<file path="src/rtl/decode_pkg.sv">
// Shared decode types, funct encoding and instruction field-offset helpers.
// DECODE_ILLEGAL_EN: when defined, reserved functs are flagged illegal and write nothing.
package decode_pkg;

  typedef enum logic [31:0] {
    F_ALU0  = 32'd0,
    F_ALU1  = 32'd1,
    F_ALU2  = 32'd2,
    F_ALU3  = 32'd3,
    F_ALU4  = 32'd4,
    F_ALU5  = 32'd5,
    F_ALU6  = 32'd6,
    F_LOAD  = 32'd7,
    F_STORE = 32'd8
  } funct_e;

  typedef struct packed {
    logic bsel;
    logic wbsel;
    logic we_rf;
    logic we_mem;
    logic illegal;
  } decode_ctrl_t;

  localparam int ITYPE_BIT = 0;
  localparam int RS_LO     = 1;

  function automatic int rd_lo(input int rw);
    return rw + 1;
  endfunction

  function automatic int funct_lo(input int rw);
    return 2*rw + 1;
  endfunction

  function automatic int rt_lo(input int rw, input int fw);
    return 2*rw + fw + 1;
  endfunction

  function automatic int rimm_lo(input int rw, input int fw);
    return 3*rw + fw + 1;
  endfunction

  function automatic int imm_w(input int iw, input int rw, input int fw);
    return iw - 1 - 2*rw - fw;
  endfunction

  // Reserved functs either trap (illegal, no writes) or fall back to a plain ALU op.
  function automatic decode_ctrl_t decode_funct(input logic [31:0] funct, input logic itype);
    decode_ctrl_t c;
    c = '0;
    c.bsel = itype;
    if (funct <= F_ALU6) begin
      c.we_rf = 1'b1;
    end else if (funct == F_LOAD) begin
      c.we_rf = 1'b1;
      c.wbsel = 1'b1;
    end else if (funct == F_STORE) begin
      c.we_mem = 1'b1;
    end else begin
`ifdef DECODE_ILLEGAL_EN
      c.illegal = 1'b1;
`else
      c.we_rf = 1'b1;
`endif
    end
    return c;
  endfunction

endpackage

</file>
<file path="src/rtl/decode_scoreboard.sv">
// Pending-write scoreboard: one bit per register, set on issue, cleared by writeback or flush.
// Lookups see the same-cycle writeback already removed so a retiring register never stalls.
module decode_scoreboard #(
  parameter int RW = 6
) (
  input  logic          clk,
  input  logic          rst_n,
  input  logic          flush,
  input  logic          set_en,
  input  logic [RW-1:0] set_idx,
  input  logic          wb_valid,
  input  logic [RW-1:0] wb_rd,
  input  logic [RW-1:0] rs,
  input  logic [RW-1:0] rt,
  input  logic [RW-1:0] rd,
  output logic          rs_busy,
  output logic          rt_busy,
  output logic          rd_busy
);
  import decode_pkg::*;

  localparam int NREG = 2**RW;

  logic [NREG-1:0] pend;
  logic [NREG-1:0] pend_eff;
  logic [NREG-1:0] clr_mask;
  logic [NREG-1:0] set_mask;

  always_comb begin
    clr_mask = '0;
    set_mask = '0;
    if (wb_valid) clr_mask[wb_rd] = 1'b1;
    if (set_en) set_mask[set_idx] = 1'b1;
    pend_eff = pend & ~clr_mask;
  end

  assign rs_busy = pend_eff[rs];
  assign rt_busy = pend_eff[rt];
  assign rd_busy = pend_eff[rd];

  // Set is OR-ed after the clear so a new writer of a retiring register stays pending.
  always_ff @(posedge clk or negedge rst_n) begin
    if (!rst_n) begin
      pend <= '0;
    end else if (flush) begin
      pend <= '0;
    end else begin
      pend <= pend_eff | set_mask;
    end
  end

endmodule

</file>
<file path="src/rtl/instr_decode_stage.sv">
// Registered instruction decode stage with valid/ready handshake and RAW/WAW scoreboard stall.
// DECODE_ILLEGAL_EN (see decode_pkg) selects trapping of reserved functs.
module instr_decode_stage
  import decode_pkg::*;
#(
  parameter int IW = 32,
  parameter int RW = 6,
  parameter int FW = 4
) (
  input  logic                    clk,
  input  logic                    rst_n,
  input  logic                    in_valid,
  output logic                    in_ready,
  input  logic [IW-1:0]           in_instr,
  output logic                    out_valid,
  input  logic                    out_ready,
  output logic                    out_itype,
  output logic [RW-1:0]           out_rs,
  output logic [RW-1:0]           out_rt,
  output logic [RW-1:0]           out_rd,
  output logic [FW-1:0]           out_aluop,
  output logic [IW-1-2*RW-FW-1:0] out_imm,
  output logic                    out_bsel,
  output logic                    out_wbsel,
  output logic                    out_we_rf,
  output logic                    out_we_mem,
  output logic                    out_illegal,
  input  logic                    wb_valid,
  input  logic [RW-1:0]           wb_rd,
  input  logic                    flush
);

  localparam int RD_LO   = rd_lo(RW);
  localparam int FUNC_LO = funct_lo(RW);
  localparam int RT_LO   = rt_lo(RW, FW);
  localparam int RIMM_LO = rimm_lo(RW, FW);
  localparam int IMMW    = imm_w(IW, RW, FW);

  generate
    if (IW < 1 + 3*RW + FW) begin : g_width_check
      $error("instr_decode_stage: IW too small for 1+3*RW+FW field layout");
    end
  endgenerate

  logic             itype;
  logic [RW-1:0]    rs;
  logic [RW-1:0]    rt;
  logic [RW-1:0]    rd;
  logic [FW-1:0]    funct;
  logic [IMMW-1:0]  imm;
  decode_ctrl_t     ctrl;
  logic             rs_busy;
  logic             rt_busy;
  logic             rd_busy;
  logic             hazard;
  logic             issue;

  // R-type immediates are the bits above rt; I-type uses everything above funct.
  always_comb begin
    itype = in_instr[ITYPE_BIT];
    rs    = in_instr[RS_LO +: RW];
    rd    = in_instr[RD_LO +: RW];
    funct = in_instr[FUNC_LO +: FW];
    rt    = itype ? '0 : in_instr[RT_LO +: RW];
    imm   = itype ? IMMW'(in_instr >> RT_LO) : IMMW'(in_instr >> RIMM_LO);
    ctrl  = decode_funct(32'(funct), itype);
  end

  decode_scoreboard #(.RW(RW)) u_sb (
    .clk      (clk),
    .rst_n    (rst_n),
    .flush    (flush),
    .set_en   (issue & ctrl.we_rf),
    .set_idx  (rd),
    .wb_valid (wb_valid),
    .wb_rd    (wb_rd),
    .rs       (rs),
    .rt       (rt),
    .rd       (rd),
    .rs_busy  (rs_busy),
    .rt_busy  (rt_busy),
    .rd_busy  (rd_busy)
  );

  assign hazard   = rs_busy | (~itype & rt_busy) | (ctrl.we_rf & rd_busy);
  assign in_ready = (~out_valid | out_ready) & ~hazard & ~flush;
  assign issue    = in_valid & in_ready;

  // Flush only drops validity; the held fields are don't-care until the next issue.
  always_ff @(posedge clk or negedge rst_n) begin
    if (!rst_n) begin
      out_valid   <= 1'b0;
      out_itype   <= 1'b0;
      out_rs      <= '0;
      out_rt      <= '0;
      out_rd      <= '0;
      out_aluop   <= '0;
      out_imm     <= '0;
      out_bsel    <= 1'b0;
      out_wbsel   <= 1'b0;
      out_we_rf   <= 1'b0;
      out_we_mem  <= 1'b0;
      out_illegal <= 1'b0;
    end else if (flush) begin
      out_valid <= 1'b0;
    end else if (issue) begin
      out_valid   <= 1'b1;
      out_itype   <= itype;
      out_rs      <= rs;
      out_rt      <= rt;
      out_rd      <= rd;
      out_aluop   <= funct;
      out_imm     <= imm;
      out_bsel    <= ctrl.bsel;
      out_wbsel   <= ctrl.wbsel;
      out_we_rf   <= ctrl.we_rf;
      out_we_mem  <= ctrl.we_mem;
      out_illegal <= ctrl.illegal;
    end else if (out_ready) begin
      out_valid <= 1'b0;
    end
  end

endmodule

</file>
<file path="config.mk">
export PLATFORM = sky130hd
export DESIGN_NAME = instr_decode_stage
export DESIGN_NICKNAME = d
export VERILOG_FILES = /design/src/rtl/decode_pkg.sv /design/src/rtl/decode_scoreboard.sv /design/src/rtl/instr_decode_stage.sv
export SDC_FILE = /design/constraint.sdc
export NUM_CORES = 1
export LEC_CHECK = 0
export BUFFER_PORTS_ARGS = -buffer_cell sky130_fd_sc_hd__buf_2
export CORE_MARGIN = 2
export CORE_UTILIZATION = 35
export DETAILED_ROUTE_END_ITERATION = 16
export SYNTH_ARGS = -nofsm -noshare
export SYNTH_HDL_FRONTEND = slang
export SYNTH_HIERARCHICAL = 1
export SYNTH_SLANG_ARGS = --single-unit
export TNS_END_PERCENT = 100
</file>
<file path="constraint.sdc">
create_clock -name clk -period 4.6 [get_ports clk]
set_clock_uncertainty 0.15 [all_clocks]
set_input_delay 0.69 -clock clk [delete_from_list [all_inputs] [get_ports clk]]
set_output_delay 0.69 -clock clk [all_outputs]
set_load 0.05 [all_outputs]
</file>
==> results of run 1 <==
==> state kept, by name, summed over array words and instances, names as in the netlist, 4 cells and up <==
register / flops
out_rd: 6
out_rt: 6
out_aluop: 4
out_imm: 15
u_sb/pend: 64
out_rs: 6
==> power by group through the flow <==
| stage | registers (uW) | clock network [uW] | logic (uW) |
|---|---|---|---|
| 3_3_place_gp | 1150 | 0 | 1130 |
| 3_5_place_dp | 1150 | 0 | 1140 |
| 2_1_floorplan | 1630 | 0 | 348 |
| 6_report | 1130 | 795 | 1130 |
| 4_1_cts | 1140 | 820 | 1140 |
| 5_1_grt | 1150 | 844 | 1190 |
==> through the flow <==
stage / instance area, um^2 / utilization / cells / power [uW] / setup slack [ps]
finish: 8502 / 0.4044 / 1186 / 3064 / 289.4
detailed placement: 8197 / 0.3899 / 1170 / 2290 / 233.6
global route: 8502 / 0.4044 / 1186 / 3184 / 208.9
global placement: 8197 / 0.3899 / 1170 / 2279 / 254.6
floorplan: 7478 / - / 850 / 1983 / 217.4
CTS: 8502 / 0.4044 / 1186 / 3095 / 365.6
==> critical path: cells and delay by family <==
| kind | cells | cell delay, ps |
|---|---|---|
| compound gates | 3 | 670 |
| simple gates | 4 | 830 |
| mux | 2 | 810 |
| buf+inv | 2 | 450 |
==> cells in the final DEF (no fill, tap or decap), types with 4 or more instances in the layout <==
cell type | Yosys | routed
a211oi_1 | 93 | 93
a21boi_1 | 29 | 29
a21oi_1 | 126 | 126
a21oi_2 | 4 | 4
a22oi_1 | 30 | 30
and3b_1 | 5 | 5
and4b_1 | 4 | 4
buf_12 | 1 | 9
buf_2 | 8 | 86
buf_4 | 19 | 37
clkbuf_16 | 0 | 9
dfrtp_1 | 106 | 106
inv_1 | 6 | 6
mux2_2 | 40 | 40
mux2i_1 | 6 | 6
mux4_2 | 6 | 6
nand2_1 | 48 | 48
nand2b_1 | 107 | 107
nor2_1 | 75 | 75
nor2b_1 | 8 | 7
nor3_1 | 8 | 8
nor4_1 | 24 | 24
==> kinds of logic after synthesis <==
| kind of cell | count (synthesis) | synth area share |
|---|---|---|
| compound gates | 293 | 0.2546 |
| buf+inv | 93 | 0.07278 |
| flops | 106 | 0.3547 |
| mux | 57 | 0.09537 |
| other cells | 1 | 0.0005014 |
| simple gates | 300 | 0.2220 |
==> cell type report <==
type / count / area [um^2] / share of cell area
Sequential cell: 106 / 2653 / 0.3120
Clock inverter: 7 / 80.08 / 0.009419
Tap cell: 275 / 344.1 / 0.04047
Clock buffer: 9 / 225.2 / 0.02649
Timing Repair Buffer: 132 / 888.4 / 0.1045
Inverter: 6 / 22.52 / 0.002649
Multi-Input combinational cell: 651 / 4289 / 0.5045
==> per-layer routing <==
| metal | wire length, um | share of wire |
|---|---|---|
| met4 | 573 | 0.023 |
| met1 | 10570 | 0.43 |
| met2 | 11500 | 0.47 |
| met3 | 1840 | 0.075 |
| met5 | 0 | 0 |
==> how the worst max path moves through the flow <==
stage           startpoint                      end  slack, ps
3_5_place_dp      wb_rd[4]  u_sb/pend[62]$_DFF_PN0_        230
4_1_cts           wb_rd[3]                 in_ready        370
6_report          wb_rd[4]                 in_ready        290
3_3_place_gp      wb_rd[5]  u_sb/pend[56]$_DFF_PN0_        250
5_1_grt           wb_rd[4]                 in_ready        210
2_1_floorplan  in_instr[0]                 in_ready        220
==> results.json, run 1 <==
{
  "grt_max_degree": 66,
  "grt_usage": 0.2178,
  "worst_ep_required_time_ps": 3760,
  "hold_viol_final": 0,
  "clockBufferDepth": 2,
  "slew-limit-headroom": 0.2235,
  "numCtsBuffers": 9,
  "report.final.slew_viol_count": 0,
  "antenna_left": 0,
  "routed_wl_um": 24480,
  "intPower_uw": 1768,
  "yosys-top-cells-count": "a21oi_1 (126), nand2b_1 (107), dfrtp_1 (106)",
  "async_flop_share": 1.000,
  "via_per_inst": 5.814,
  "area_growth_pct": 13.69,
  "holdWs_ps": 201.4,
  "p_seq_frac": 0.370,
  "wl_per_cell_um": 20.64,
  "run_status": "completed",
  "rr_worst_depth": 14,
  "start_util": 0.3558,
  "powerDensity_nw_per_um2": 360.3,
  "yosysWarnings": 6,
  "worstMarginPinSlew_ps": 1162,
  "drv_cap": 0,
  "clock-sinks": 106,
  "firstDrtPassIters": 6,
  "synthCells": 850,
  "worstPathArrival_ps": 3470,
  "grt_overflow": 0,
  "num_rows": 53,
  "num-nets-final": 950,
  "first_global_vias": 6399,
  "avgSynthCellArea_um2": 8.798,
  "hp-class": "primary input to async pin",
  "yosys.area.top_type": "dfrtp_1",
  "switching_share": 0.4229,
  "path_cells": "buf_2 > and3_1 > a21boi_1 > a211oi_1 > nor4_1 > mux4_2 > mux2_2 > nor2_1 > nand3_1 > a21oi_1 > buf_2",
  "combinationalPowerShare": 0.370,
  "rsz0062_at_grt": "no",
  "die_area_um2": 22550,
  "clk_pin_slew_worst_paths_ps": 80,
  "p_sw_uw": 1296,
  "crit_path_top_delay_cell": "mux4_2",
  "clkPwrFrac": 0.260,
  "fill_cells": 2070,
  "leakagePower_uw": 0.003395,
  "busiest_layer": "met2",
  "vias": 6895,
  "netlist_area_um2": 7478,
  "grt_pass1_wl_um": 37220,
  "setup_viol": 0,
  "max_stage_delay_ps": 510,
  "rr_endpoint": "u_sb/pend[48]$_DFF_PN0_",
  "cts_resized": 0,
  "timing.final.crit_share": 0.9371,
  "syn-num-nets": 894,
  "yosysMostFrequentCell": "a21oi_1",
  "grt_use_met3": 0.02879,
  "cts-root-buf": "clkbuf_16",
  "clk_latency_ps": 370,
  "insertedDiodeCount": 0,
  "cts_tree": "done",
  "peakVddDrop_v": 0.0002059,
  "drive_above_1_share": 0.2360,
  "r2r_start": "u_sb/pend[61]$_DFF_PN0_",
  "synth_sequential_area_ratio": 0.3547,
  "cts_setup_buffers": 0,
  "hold_buffers": 0,
  "coreArea_um2": 21020,
  "fp.dieW_um": 150.2,
  "die_h_um": 150.2,
  "yosysTopAreaCellShare": 0.3547,
  "r2r_slack_ps": 1220,
  "ys.flop_type": "dfrtp_1",
  "drc": 0,
  "tns_ps": 0,
  "synth-edff-count": 0,
  "synthTopCellsByArea": "dfrtp_1 (35%), a211oi_1 (9.3%), nand2b_1 (9.0%)",
  "fmax_mhz": 232.0,
  "end_kind": "output pin",
  "grtUsageMet2": 0.3463,
  "startpoint_type": "primary input",
  "ys_types": 47,
  "period_needed_ps": 4311,
  "cpMostUsedCell": "buf_2",
  "antenna_found_initial": 0,
  "synth_seq_cells": 106,
  "critPathMaxFanout": 10,
  "drt_iter0_drc": 672,
  "dp_hpwl_um": 15990,
  "h-tree-depth": 3,
  "global_route.usage.met1": 0.3048,
  "io_pins": 89,
  "gp_congestion": 0.8789,
  "critPathKind": "primary input to output pin",
  "io_buffers": 87
}
Power figures use the tool's default switching activity.
==> inputs of run 2 (changes only) <==
--- a/config.mk
+++ b/config.mk
@@ -9,6 +9,7 @@
 export CORE_MARGIN = 2
 export CORE_UTILIZATION = 35
 export DETAILED_ROUTE_END_ITERATION = 16
+export RECOVER_POWER = 50
 export SYNTH_ARGS = -nofsm -noshare
 export SYNTH_HDL_FRONTEND = slang
 export SYNTH_HIERARCHICAL = 1
==> results.json, run 2 (synthesis results as in run 1) <==
{
  "leakagePower_uw": 0.003320,
  "clk_latency_ps": 370,
  "cts_resized": 0,
  "hp-class": "register to register",
  "drive_above_1_share": 0.2108,
  "clockBufferDepth": 2,
  "dp_hpwl_um": 15990,
  "fp.dieW_um": 150.2,
  "num_rows": 53,
  "violations": "capacitance limit, slew limit",
  "coreArea_um2": 21020,
  "h-tree-depth": 3,
  "fill_cells": 2074,
  "cts-root-buf": "clkbuf_16",
  "cts_setup_buffers": 0,
  "max_stage_delay_ps": 530,
  "drc": 0,
  "clock-sinks": 106,
  "path_cells": "buf_2 > and3_1 > a21boi_1 > a211oi_1 > nor4_1 > mux4_2 > mux2_2 > nand2b_1 > nand3_1 > a21oi_1 > buf_2",
  "grtUsageMet2": 0.3463,
  "timing.final.crit_share": 0.9377,
  "global_route.usage.met1": 0.3048,
  "critPathMaxFanout": 10,
  "cpMostUsedCell": "buf_2",
  "grt_usage": 0.2178,
  "vias": 6881,
  "drt_iter0_drc": 692,
  "num-nets-final": 950,
  "slew-limit-headroom": -0.8968,
  "rsz0062_at_grt": "no",
  "routed_wl_um": 24520,
  "report.final.slew_viol_count": 48,
  "grt_pass1_wl_um": 37220,
  "crit_path_top_delay_cell": "mux4_2",
  "switching_share": 0.4272,
  "combinationalPowerShare": 0.365,
  "intPower_uw": 1746,
  "wl_per_cell_um": 20.67,
  "grt_max_degree": 66,
  "area_growth_pct": 13.20,
  "mostFrequentLayoutCell": "a21oi_1",
  "drv_cap": 1,
  "antenna_left": 0,
  "most-common-layout-cells": "a21oi_1 (126), nand2b_1 (107), dfrtp_1 (106)",
  "hold_viol_final": 0,
  "regMostFlops": "u_sb/pend",
  "peakVddDrop_v": 0.0002018,
  "start_util": 0.3558,
  "largest_reg_flops": 64,
  "fmax_mhz": 231.8,
  "insertedDiodeCount": 0,
  "worstPathArrival_ps": 3470,
  "period_needed_ps": 4314,
  "grt_use_met3": 0.02879,
  "holdWs_ps": 350.6,
  "critPathKind": "primary input to output pin",
  "clk_pin_slew_worst_paths_ps": 80,
  "via_per_inst": 5.802,
  "run_status": "finished, violations left",
  "die_h_um": 150.2,
  "first_global_vias": 6399,
  "die_area_um2": 22550,
  "setup_viol": 0,
  "numCtsBuffers": 9,
  "p_seq_frac": 0.373,
  "worst_ep_required_time_ps": 3760,
  "hold_buffers": 0,
  "p_sw_uw": 1302,
  "end_kind": "output pin",
  "firstDrtPassIters": 5,
  "clkPwrFrac": 0.262,
  "cts_tree": "done",
  "reg.largest.list": "u_sb/pend x64, out_imm x15",
  "gp_congestion": 0.8789,
  "io_buffers": 87,
  "startpoint_type": "primary input",
  "tns_ps": 0,
  "antenna_found_initial": 0,
  "worstMarginPinSlew_ps": 2845,
  "grt_overflow": 0,
  "powerDensity_nw_per_um2": 360.0,
  "busiest_layer": "met2",
  "io_pins": 89
}
run 2: changes by cell type in the layout (fill, tap and decap cells not counted), sizes merged:
cell / previous run / this run
buf: 132 / 107
clkbuf: 9 / 34
run 2: path summary, 6_finish.rpt:
| kind | startpoint | to | slack, ps | depth (start not counted) |
|---|---|---|---|---|
| max in group asynchronous | rst_n | out_rs[1]$_DFFE_PN0P_ | 1260 | 2 |
| setup reg to reg | u_sb/pend[61]$_DFF_PN0_ | u_sb/pend[48]$_DFF_PN0_ | 1160 | 14 |
| setup / recovery | wb_rd[4] | in_ready | 290 | 11 |
| min in group asynchronous | rst_n | u_sb/pend[48]$_DFF_PN0_ | 1070 | 1 |
| hold reg to reg | out_rs[2]$_DFFE_PN0P_ | out_rs[2]$_DFFE_PN0P_ | 350 | 1 |
| hold / removal | out_rs[2]$_DFFE_PN0P_ | out_rs[2]$_DFFE_PN0P_ | 350 | 1 |
run 2: power by group through the flow:
stage | clock network [uW] | registers (uW) | logic (uW)
floorplan | 0 | 1630 | 348
global placement | 0 | 1150 | 1130
detailed placement | 0 | 1150 | 1140
CTS | 820 | 1140 | 1140
global route | 844 | 1160 | 1160
finish | 798 | 1140 | 1110
run 2: worst max-delay path, delay by kind of cell:
family | cells | cell delay [ps]
buffers and inverters | 2 | 450
and+or+nand+nor | 4 | 810
muxes | 2 | 820
AOI/OAI and AO/OA | 3 | 690
run 2: routing by layer:
layer,vias to the layer above,routed length (um),share of wire
met2,272,11490,0.47
met5,-,0,0
met3,35,1637,0.067
met4,0,567,0.023
li1,3196,-,-
met1,3378,10830,0.44
run 2: area by class of cell:
type	count	area (um^2)	area share
Multi-Input combinational cell	651	4289	0.5067
Sequential cell	106	2653	0.3133
Timing Repair Buffer	132	852.1	0.1007
Tap cell	275	344.1	0.04064
Clock buffer	9	225.2	0.02660
Clock inverter	7	80.08	0.009459
Inverter	6	22.52	0.002660
run 2: stage by stage:
step | cell area [um^2] | setup slack, ps | cells | utilization | power, uW
6_report | 8466 | 286.5 | 1186 | 0.4027 | 3048
5_1_grt | 8466 | 208.9 | 1186 | 0.4027 | 3164
4_1_cts | 8502 | 365.6 | 1186 | 0.4044 | 3095
3_5_place_dp | 8197 | 233.6 | 1170 | 0.3899 | 2290
3_3_place_gp | 8197 | 254.6 | 1170 | 0.3899 | 2279
2_1_floorplan | 7478 | 217.4 | 850 | - | 1983
